`config.mk`:
```
export PLATFORM = sky130hd
export DESIGN_NAME = branch_predictor_bht
export DESIGN_NICKNAME = d
export VERILOG_FILES = /design/src/rtl/branch_predictor_bht.sv
export SDC_FILE = /design/constraint.sdc
export NUM_CORES = 1
export LEC_CHECK = 0
export ABC_AREA = 1
export CORE_MARGIN = 3
export CORE_UTILIZATION = 58
export DETAILED_ROUTE_END_ITERATION = 8
export GPL_TIMING_DRIVEN = 1
export HOLD_SLACK_MARGIN = 0.05
export PLACE_DENSITY = 0.81
export SYNTH_ARGS = -nofsm -noshare
export SYNTH_HDL_FRONTEND = slang
export SYNTH_SLANG_ARGS = --single-unit
```
`constraint.sdc`:
```
create_clock -name clk -period 2.8 [get_ports clk]
set_input_delay 0.7 -clock clk [delete_from_list [all_inputs] [get_ports clk]]
set_output_delay 0.7 -clock clk [all_outputs]
set_load 0.01 [all_outputs]
```
`src/rtl/branch_predictor_bht.sv`:
```
// Bimodal branch predictor: a table of 2-bit saturating counters read at fetch,
// a private F->D pipeline register, mispredict detection and training in decode.
module branch_predictor_bht #(
    parameter int unsigned IDX_W = 6,
    parameter int unsigned CNT_W = 32
) (
    input  logic             clk,
    input  logic             resetn,
    input  logic [31:0]      pc_F,
    input  logic             valid_F,
    output logic             pred_taken_F,
    input  logic             stall_D,
    input  logic             flush_D,
    input  logic [3:0]       br_type_D,
    input  logic             br_taken_D,
    output logic             pred_taken_D,
    output logic             mispredict_D,
    output logic [CNT_W-1:0] br_cnt,
    output logic [CNT_W-1:0] mispred_cnt
);

    localparam int unsigned DEPTH     = 2 ** IDX_W;
    localparam logic [3:0]  BR_OTHER  = 4'd8;
    localparam logic [1:0]  CNT_RESET = 2'b01;
    localparam logic [1:0]  CNT_MAX   = 2'b11;
    localparam logic [1:0]  CNT_MIN   = 2'b00;

    logic [1:0]       table_q [DEPTH];
    logic             vld_q;
    logic             pred_q;
    logic [IDX_W-1:0] idx_q;
    logic [CNT_W-1:0] br_cnt_q;
    logic [CNT_W-1:0] mispred_cnt_q;

    logic [IDX_W-1:0] idx_F;
    logic             is_cond;
    logic             train_en;
    logic [1:0]       cnt_old;
    logic [1:0]       cnt_new;
    logic             unused_pc;

    assign idx_F        = pc_F[IDX_W+1:2];
    assign unused_pc    = ^{pc_F[31:IDX_W+2], pc_F[1:0]};
    assign pred_taken_F = table_q[idx_F][1];

    assign is_cond      = (br_type_D < BR_OTHER);
    assign mispredict_D = vld_q & is_cond & (pred_q != br_taken_D);
    assign train_en     = vld_q & is_cond & ~stall_D & ~flush_D;
    assign pred_taken_D = pred_q;
    assign br_cnt       = br_cnt_q;
    assign mispred_cnt  = mispred_cnt_q;

    // Saturating counter update for the entry owned by the branch in ID
    always_comb begin
        cnt_old = table_q[idx_q];
        cnt_new = cnt_old;
        if (br_taken_D) begin
            if (cnt_old != CNT_MAX) cnt_new = cnt_old + 2'd1;
        end else begin
            if (cnt_old != CNT_MIN) cnt_new = cnt_old - 2'd1;
        end
    end

    // Counter table; writes land after the edge, so a same-cycle read sees the old value
    always_ff @(posedge clk or negedge resetn) begin
        if (!resetn) begin
            for (int unsigned i = 0; i < DEPTH; i++) begin
                table_q[i] <= CNT_RESET;
            end
        end else if (train_en) begin
            table_q[idx_q] <= cnt_new;
        end
    end

    // F->D register; flush wins over stall
    always_ff @(posedge clk or negedge resetn) begin
        if (!resetn) begin
            vld_q  <= 1'b0;
            pred_q <= 1'b0;
            idx_q  <= '0;
        end else if (flush_D) begin
            vld_q  <= 1'b0;
        end else if (!stall_D) begin
            vld_q  <= valid_F;
            pred_q <= pred_taken_F;
            idx_q  <= idx_F;
        end
    end

    // Wrap-around statistics
    always_ff @(posedge clk or negedge resetn) begin
        if (!resetn) begin
            br_cnt_q      <= '0;
            mispred_cnt_q <= '0;
        end else if (train_en) begin
            br_cnt_q      <= br_cnt_q + CNT_W'(1);
            mispred_cnt_q <= mispred_cnt_q + CNT_W'(mispredict_D);
        end
    end

endmodule

```
==> parameters.txt, run 1 <==
Parameter                              Value

Critical path
  Startpoint Class ... input pin
  Slack of the worst reg-to-reg path ... 0.32 ns
  Crit-path cells ... clkbuf_2 > inv_1 > buf_4 > o211ai_1 > nand3_1 > nand2_1 > nand2_1 > nand3_1 > nand3b_1 > nand2_1 > clkbuf_2
  Worst path bufs/invs ... 4
  Nature of the critical path endpoint ... output pin
  Dominant cell type by count on the critical path ... nand2_1
  Critical-path cell with the highest stage delay ... buf_4
  Depth of the most critical reg-to-reg path ... 18
  Critical path capture point ... pred_taken_F
  Required arrival time at the worst endpoint ... 2.10 ns
  Data arrival at the endpoint of the critical path ... 1.89 ns
  Terminus of the critical flop-to-flop path ... table_q[98]
  Worst setup path class ... in2out
  Largest stage delay on the critical path ... 0.17 ns
  Biggest fanout along the worst timing path ... 9
  Start of the worst register-to-register path ... idx_q[0]
  Cell count along the critical path ... 11
  Launching element of the worst setup path ... pc_F[2]
  Dominant delay contributor by cell family on the critical path ... buffers and inverters

Floorplan
  Number of top-level pins ... 109
  Starting density of the core ... 59.4%
  Placeable Area ... 18800 µm²
  Cell Rows ... 50
  Die H ... 145 µm
  DIE AREA ... 20900 µm²
  Floorplan die width ... 145 µm

Global route
  Global-route wire length before repair ... 50.0 mm
  Initial antenna violation count ... 1
  Total global-route track usage ... 30.3%
  Pin count of the biggest net entering global routing ... 68
  Via count of the first global-routing pass ... 10118
  Final global-route overflow total ... 0

Placement
  Dpl hpwl ... 21.6 mm
  DP Area ... 12600 µm²
  Gp weighted congestion ... 0.965
  Worst setup timing slack at the placement stage ... -0.677 ns
  Count of buffers from port buffering ... 79
  Post-placement cell count ... 1889

Detailed routing
  Total Wirelength ... 30.9 mm
  Number of antenna-violating nets in the routed design ... 0
  1st-pass router iterations ... 5
  Via total after detailed routing ... 10479
  Mean number of vias per cell ... 5.44
  Number of DRC violations after detailed routing ... 0
  Detailed router's first-iteration violation count ... 938
  Average wire per cell in the routed design ... 16.0 µm

Clock tree
  Sink count of the clock tree ... 200
  H-tree level count ... 4
  Number of buffers created by CTS ... 17
  CTS tree ... done
  Cts-stage hold buffer count ... 0
  Clock latency at the later pin of the worst-skew pair ... 0.45 ns
  CTS clk-pin slew, worst paths ... 0.08 ns
  Clk Tree Root Cell ... clkbuf_16
  Clock tree buffer depth ... 2

Power
  Clock network fraction of design power ... 37.6%
  Power density normalized to cell area ... 495 nW/µm²
  Maximum vdd ir drop ... 0.467 mV
  Switching fraction of total power ... 30.2%
  Power Internal ... 4.60 mW
  Final total power ... 6.58 mW
  Net switching power ... 1.99 mW
  Leakage Power ... 6.62 nW
  Logic pwr share ... 15.9%
  Flop pwr share ... 46.5%

Yosys
  Synth Area per Inst ... 7.19 µm²
  Number of register bits inferred by synthesis ... 200
  Syn_nets ... 1595
  Number of instances in the synthesized netlist ... 1549
  Sequential area share after synthesis ... 45.6%
  Count of unique library cells instantiated by Yosys ... 33
  Post-synthesis instance area ... 11100 µm²
  Yosys warnings ... 0

Final layout
  Number of nets in the final layout ... 1726
  Count of non-filler cells in the finished layout ... 1927
  Synthesis-to-finish area growth ... 19.3%
  Fraction of layout cells with a size suffix above 1 ... 13.5%
  Final standard cell utilization of the core ... 70.8%
  Total inserted antenna cells ... 0
  Final Cell Area ... 13300 µm²

Timing
  Min Clock Period, post-route ... 2.59 ns
  Final count of hold timing violations ... 0
  Unrepaired setup endpoints after global routing ... no
  Clock tree skew after final layout ... 0.0120 ns
  Share of the clock period used by the worst path ... 92.5%
  Least-Margin Pin Slew ... 0.582 ns
  Final slew viol count ... 0
  TNS Setup ... 0 ns
  Worst hold-check slack ... 0.250 ns
  Headroom to the max-slew limit ... 61.2%
  Final setup violation count ... 0
  Maximum clock rate ... 386 MHz
  Worst path setup slack after routing ... 0.210 ns

Flow run
  Reported max-cap violation count ... 0

Status
  Status ... finished clean

Hold path
  Classification of the worst-slack hold path ... in2async
per-layer routing:
| layer | vias up | part of all wire (%) | global-route usage [%] |
|---|---|---|---|
| li1 | 5015 | - | - |
| met1 | 4949 | 41 | 38.8 |
| met5 | - | 0.042 | 0 |
| met3 | 89 | 6.7 | 5.09 |
| met4 | 2 | 3.5 | 13.5 |
| met2 | 424 | 49 | 50.5 |
layout by cell type (no fill, tap or decap), types with 3 or more instances in the layout:
master,n
buf_4,72
xnor2_1,27
nand4_1,18
clkinv_4,5
dfrtp_1,135
o21ai_1,6
buf_12,11
clkbuf_2,3
o211ai_1,7
o21ai_0,40
nand2_2,8
a21oi_1,26
xor2_1,33
inv_1,177
nand2_1,661
clkbuf_16,17
inv_8,4
nand3_2,3
clkdlybuf4s50_1,71
nor2_1,102
nor2_4,5
nor2_2,13
nand3_1,130
dfstp_2,64
nor3_1,16
inv_2,6
worst min path at each step:
stage	start	to	slack [ns]	cells after the start
final	resetn	mispred_cnt[18]	0.25	1
after CTS	resetn	mispred_cnt[18]	0.26	1
after global placement	table_q[34]	table_q[34]	0.45	2
after floorplan	resetn	br_cnt[0]	0.40	0
after global routing	resetn	mispred_cnt[18]	0.28	1
after detailed placement	table_q[16]	table_q[16]	0.46	2
repair_timing:
item,CTS,global route
setup buffers,2,4
gates cloned,0,0
endpoints found under the setup margin,2,12
pin swaps,0,8
resized for setup,9,23
final cells by class:
| class | count | area (µm²) |
|---|---|---|
| multi-input cells | 1111 | 5040 |
| flip-flops and latches | 200 | 5090 |
| clock buffers | 18 | 429 |
| inverters | 185 | 697 |
| fillers | 1474 | 5480 |
| clock inverters | 14 | 160 |
| repair buffers | 165 | 1580 |
| well taps | 234 | 293 |
sequential cells by signal (all words and copies together), names as in the netlist:
| name | cells |
|---|---|
| br_cnt | 32 |
| idx_q | 6 |
| mispred_cnt | 32 |
| pred_taken_D | 1 |
| table_q | 128 |
| vld_q | 1 |
power by group through the flow:
stage	Sequential, mW	Clock [mW]	Combinational, mW
floorplan	3.09	0	0.647
global placement	3.10	0	1.02
detailed placement	3.11	0	1.03
CTS	3.05	2.52	1.03
global route	3.07	2.62	1.14
finish	3.06	2.48	1.05
worst reg2reg max path: cells and delay by family, from the launching register on:
family	cells	cell delay, ns
AND/OR/NAND/NOR	14	1.29
buffers and inverters	4	0.62
flip-flops	1	0.53
logic make-up after synthesis:
logic type               after synthesis  synth area share (%)
adder cells (fa/ha/maj)                4                 0.449
AO/OA/AOI/OAI                         80                  3.75
flip-flops                           200                  45.6
buffers and inverters                238                  9.61
XOR/XNOR                              60                  4.72
AND/OR/NAND/NOR                      967                  35.8
Yosys cell counts, drive strengths merged:
cell type / instances / share of area (%)
nand2: 671 / 23
inv: 184 / 6.2
dfrtp: 136 / 31
nand3: 135 / 6.3
nor2: 120 / 4.5
dfstp: 64 / 15
o21ai: 47 / 2.1
buf: 40 / 2.9
xor2: 33 / 2.6
xnor2: 27 / 2.1
a21oi: 26 / 1.2
nand4: 18 / 1.0
nor3: 16 / 0.72
clkbuf: 13 / 0.44
o211ai: 7 / 0.47
ha: 4 / 0.45
or2: 3 / 0.17
nor4: 2 / 0.11
and3: 1 / 0.056
clkinv: 1 / 0.034
nand3b: 1 / 0.067
Power figures use the tool's default switching activity.
==> run 2: changes to the inputs <==
Settings changed: ABC_AREA 1 to not set, CORE_UTILIZATION 58 to 63, PLACE_DENSITY 0.81 to 0.86.
Clock period 2.8 ns to 3.1 ns, I/O delays scaled along.
==> parameters.txt, run 2 <==
Parameter                              Value

Critical path
  Start of the worst register-to-register path ... idx_q[0]
  Startpoint Class ... input pin
  Terminus of the critical flop-to-flop path ... table_q[49]
  Worst setup path class ... in2out
  Data arrival at the endpoint of the critical path ... 2.60 ns
  Slack of the worst reg-to-reg path ... 0.10 ns
  Required arrival time at the worst endpoint ... 2.32 ns
  Dominant delay contributor by cell family on the critical path ... multiplexers
  Crit-path cells ... buf_2 > bufbuf_16 > buf_4 > mux4_2 > mux4_2 > nand2b_1 > a22oi_2 > buf_2
  Worst path bufs/invs ... 4
  Nature of the critical path endpoint ... output pin
  Critical-path cell with the highest stage delay ... mux4_2
  Depth of the most critical reg-to-reg path ... 8
  Biggest fanout along the worst timing path ... 8
  Largest stage delay on the critical path ... 0.50 ns

Clock tree
  CTS clk-pin slew, worst paths ... 0.08 ns
  Clock latency at the later pin of the worst-skew pair ... 0.46 ns
  Clk Tree Root Cell ... clkbuf_16
  Clock tree buffer depth ... 2
  H-tree level count ... 4
  Cts-stage hold buffer count ... 0
  Sink count of the clock tree ... 200
  CTS tree ... done
  Number of buffers created by CTS ... 17

Yosys
  Post-synth top cells ... nor2_1 (218), dfrtp_1 (136), o22ai_1 (134), a211oi_1 (116), nand2_1 (108)
  Yosys warnings ... 0
  Post-synthesis instance area ... 11800 µm²
  Synth Area per Inst ... 9.52 µm²
  Leading cell type by number of instances after synthesis ... nor2_1
  Portion of synthesized cell area occupied by the leading cell type ... 28.7%
  Number of flops mapped to enable cells by yosys ... 0
  Share of synthesized flip-flops with an asynchronous set or reset ... 100%
  Largest area contributor in the synthesized netlist ... dfrtp_1
  Count of unique library cells instantiated by Yosys ... 52
  Syn_nets ... 1290
  Number of instances in the synthesized netlist ... 1244
  Sequential area share after synthesis ... 42.9%
  Top post-synthesis cells by area ... dfrtp_1 (29%), dfstp_2 (14%), mux4_2 (7.6%)
  Number of register bits inferred by synthesis ... 200
  Primary flip-flop cell chosen by synthesis mapping ... dfrtp_1

Detailed routing
  Number of antenna-violating nets in the routed design ... 0
  Average wire per cell in the routed design ... 23.7 µm
  Number of DRC violations after detailed routing ... 0
  Total Wirelength ... 38.2 mm
  1st-pass router iterations ... 6
  Mean number of vias per cell ... 7.10
  Via total after detailed routing ... 11411
  Detailed router's first-iteration violation count ... 1538

Global route
  Pin count of the biggest net entering global routing ... 193
  Via count of the first global-routing pass ... 10940
  Total global-route track usage ... 37.5%
  Initial antenna violation count ... 0
  Global-route wire length before repair ... 59.8 mm
  Final global-route overflow total ... 0

Final layout
  Total inserted antenna cells ... 0
  Most frequent cells in the layout ... nor2_1 (218), o22ai_1 (134), dfrtp_1 (134)
  Synthesis-to-finish area growth ... 21.2%
  Fraction of layout cells with a size suffix above 1 ... 22.4%
  Max FFs per register ... 128
  Most common library cell in the layout ignoring fill and taps ... nor2_1
  Number of nets in the final layout ... 1411
  Register name with the most flops ... table_q
  Final Cell Area ... 14300 µm²

Timing
  Headroom to the max-slew limit ... 48.1%
  Min Clock Period, post-route ... 3.37 ns
  Share of the clock period used by the worst path ... 109%
  Unrepaired setup endpoints after global routing ... yes
  Worst path setup slack after routing ... -0.273 ns
  Final setup violation count ... 1
  Least-Margin Pin Slew ... 0.778 ns
  Final slew viol count ... 0
  Clock tree skew after final layout ... 0.0108 ns
  Maximum clock rate ... 296 MHz
  Final count of hold timing violations ... 0

Placement
  Gp weighted congestion ... 0.975
  DP Area ... 13600 µm²
  Worst setup timing slack at the placement stage ... -1.04 ns
  Dpl hpwl ... 24.6 mm
  Count of buffers from port buffering ... 79

Flow run
  Reported max-cap violation count ... 0

Floorplan
  Placeable Area ... 18200 µm²
  Starting density of the core ... 65.0%
  DIE AREA ... 20500 µm²
  Floorplan die width ... 143 µm
  Number of top-level pins ... 109
  Die H ... 143 µm
  Cell Rows ... 49

Hold path
  Classification of the worst-slack hold path ... in2async

Status
  Status ... finished, violations left
  Violations in the final reports ... setup timing

Power
  Power density normalized to cell area ... 437 nW/µm²
  Final total power ... 6.27 mW
  Leakage Power ... 5.74 nW
  Maximum vdd ir drop ... 0.425 mV
## run 2: worst max-delay path by stage
stage	startpoint	endpoint	cells after the start
6_report	pc_F[3]	pred_taken_F	8
3_3_place_gp	pc_F[2]	pred_taken_F	7
4_1_cts	pc_F[2]	pred_taken_F	7
3_5_place_dp	pc_F[2]	pred_taken_F	7
2_1_floorplan	pc_F[3]	pred_taken_F	6
5_1_grt	pc_F[3]	pred_taken_F	8
## run 2: repair_timing
item,CTS,global route
hold endpoints to repair,0,0
buffers inserted,3,3
endpoints found under the setup margin,1,8
cloned,3,0
resized for setup,20,7
pin swaps,1,1
## run 2: through the flow
step | util [%] | hold slack (ns) | std cells | setup TNS (ns)
5_1_grt | 78.8 | 0.385 | 1607 | -0.285
2_1_floorplan | - | 0.479 | 1244 | 0
4_1_cts | 78.5 | 0.383 | 1604 | -0.154
3_3_place_gp | 74.5 | 0.455 | 1566 | -5.84
3_5_place_dp | 74.5 | 0.485 | 1566 | -11.52
6_report | 78.8 | 0.327 | 1607 | -0.273
## run 2: cell type report
class | count | area, µm²
multi-input cells | 922 | 6280
well taps | 229 | 287
clock inverters | 14 | 183
inverters | 6 | 22.5
fillers | 1070 | 3860
flip-flops and latches | 200 | 5090
clock buffers | 18 | 429
repair buffers | 218 | 2060
## run 2: kinds of logic (layout without fill, tap and decap cells)
| family | count (synthesis) | in the layout | share of synthesized area, % |
|---|---|---|---|
| fa+ha+maj | 4 | 4 | 0.423 |
| buf+inv | 122 | 256 | 4.64 |
| xor+xnor | 62 | 62 | 4.59 |
| mux | 87 | 87 | 11.7 |
| compound gates | 274 | 274 | 16.2 |
| simple gates | 495 | 495 | 19.5 |
| flops | 200 | 200 | 42.9 |
## run 2: layer usage
metal | share of wire, % | track usage, % | wire length (µm) | vias up
li1 | - | - | - | 4848
met1 | 36 | 49.2 | 13600 | 5476
met2 | 46 | 58.5 | 17400 | 859
met3 | 12 | 8.07 | 4470 | 228
met4 | 7.0 | 20.4 | 2660 | 0
met5 | 0 | 0 | 0 | -
## run 2: power breakdown
part | leakage, nW | switching, mW | internal [mW]
registers | 2.52 | 0.124 | 2.72
clock network | 0.297 | 1.11 | 1.23
logic | 2.92 | 0.644 | 0.436
total | 5.74 | 1.88 | 4.39
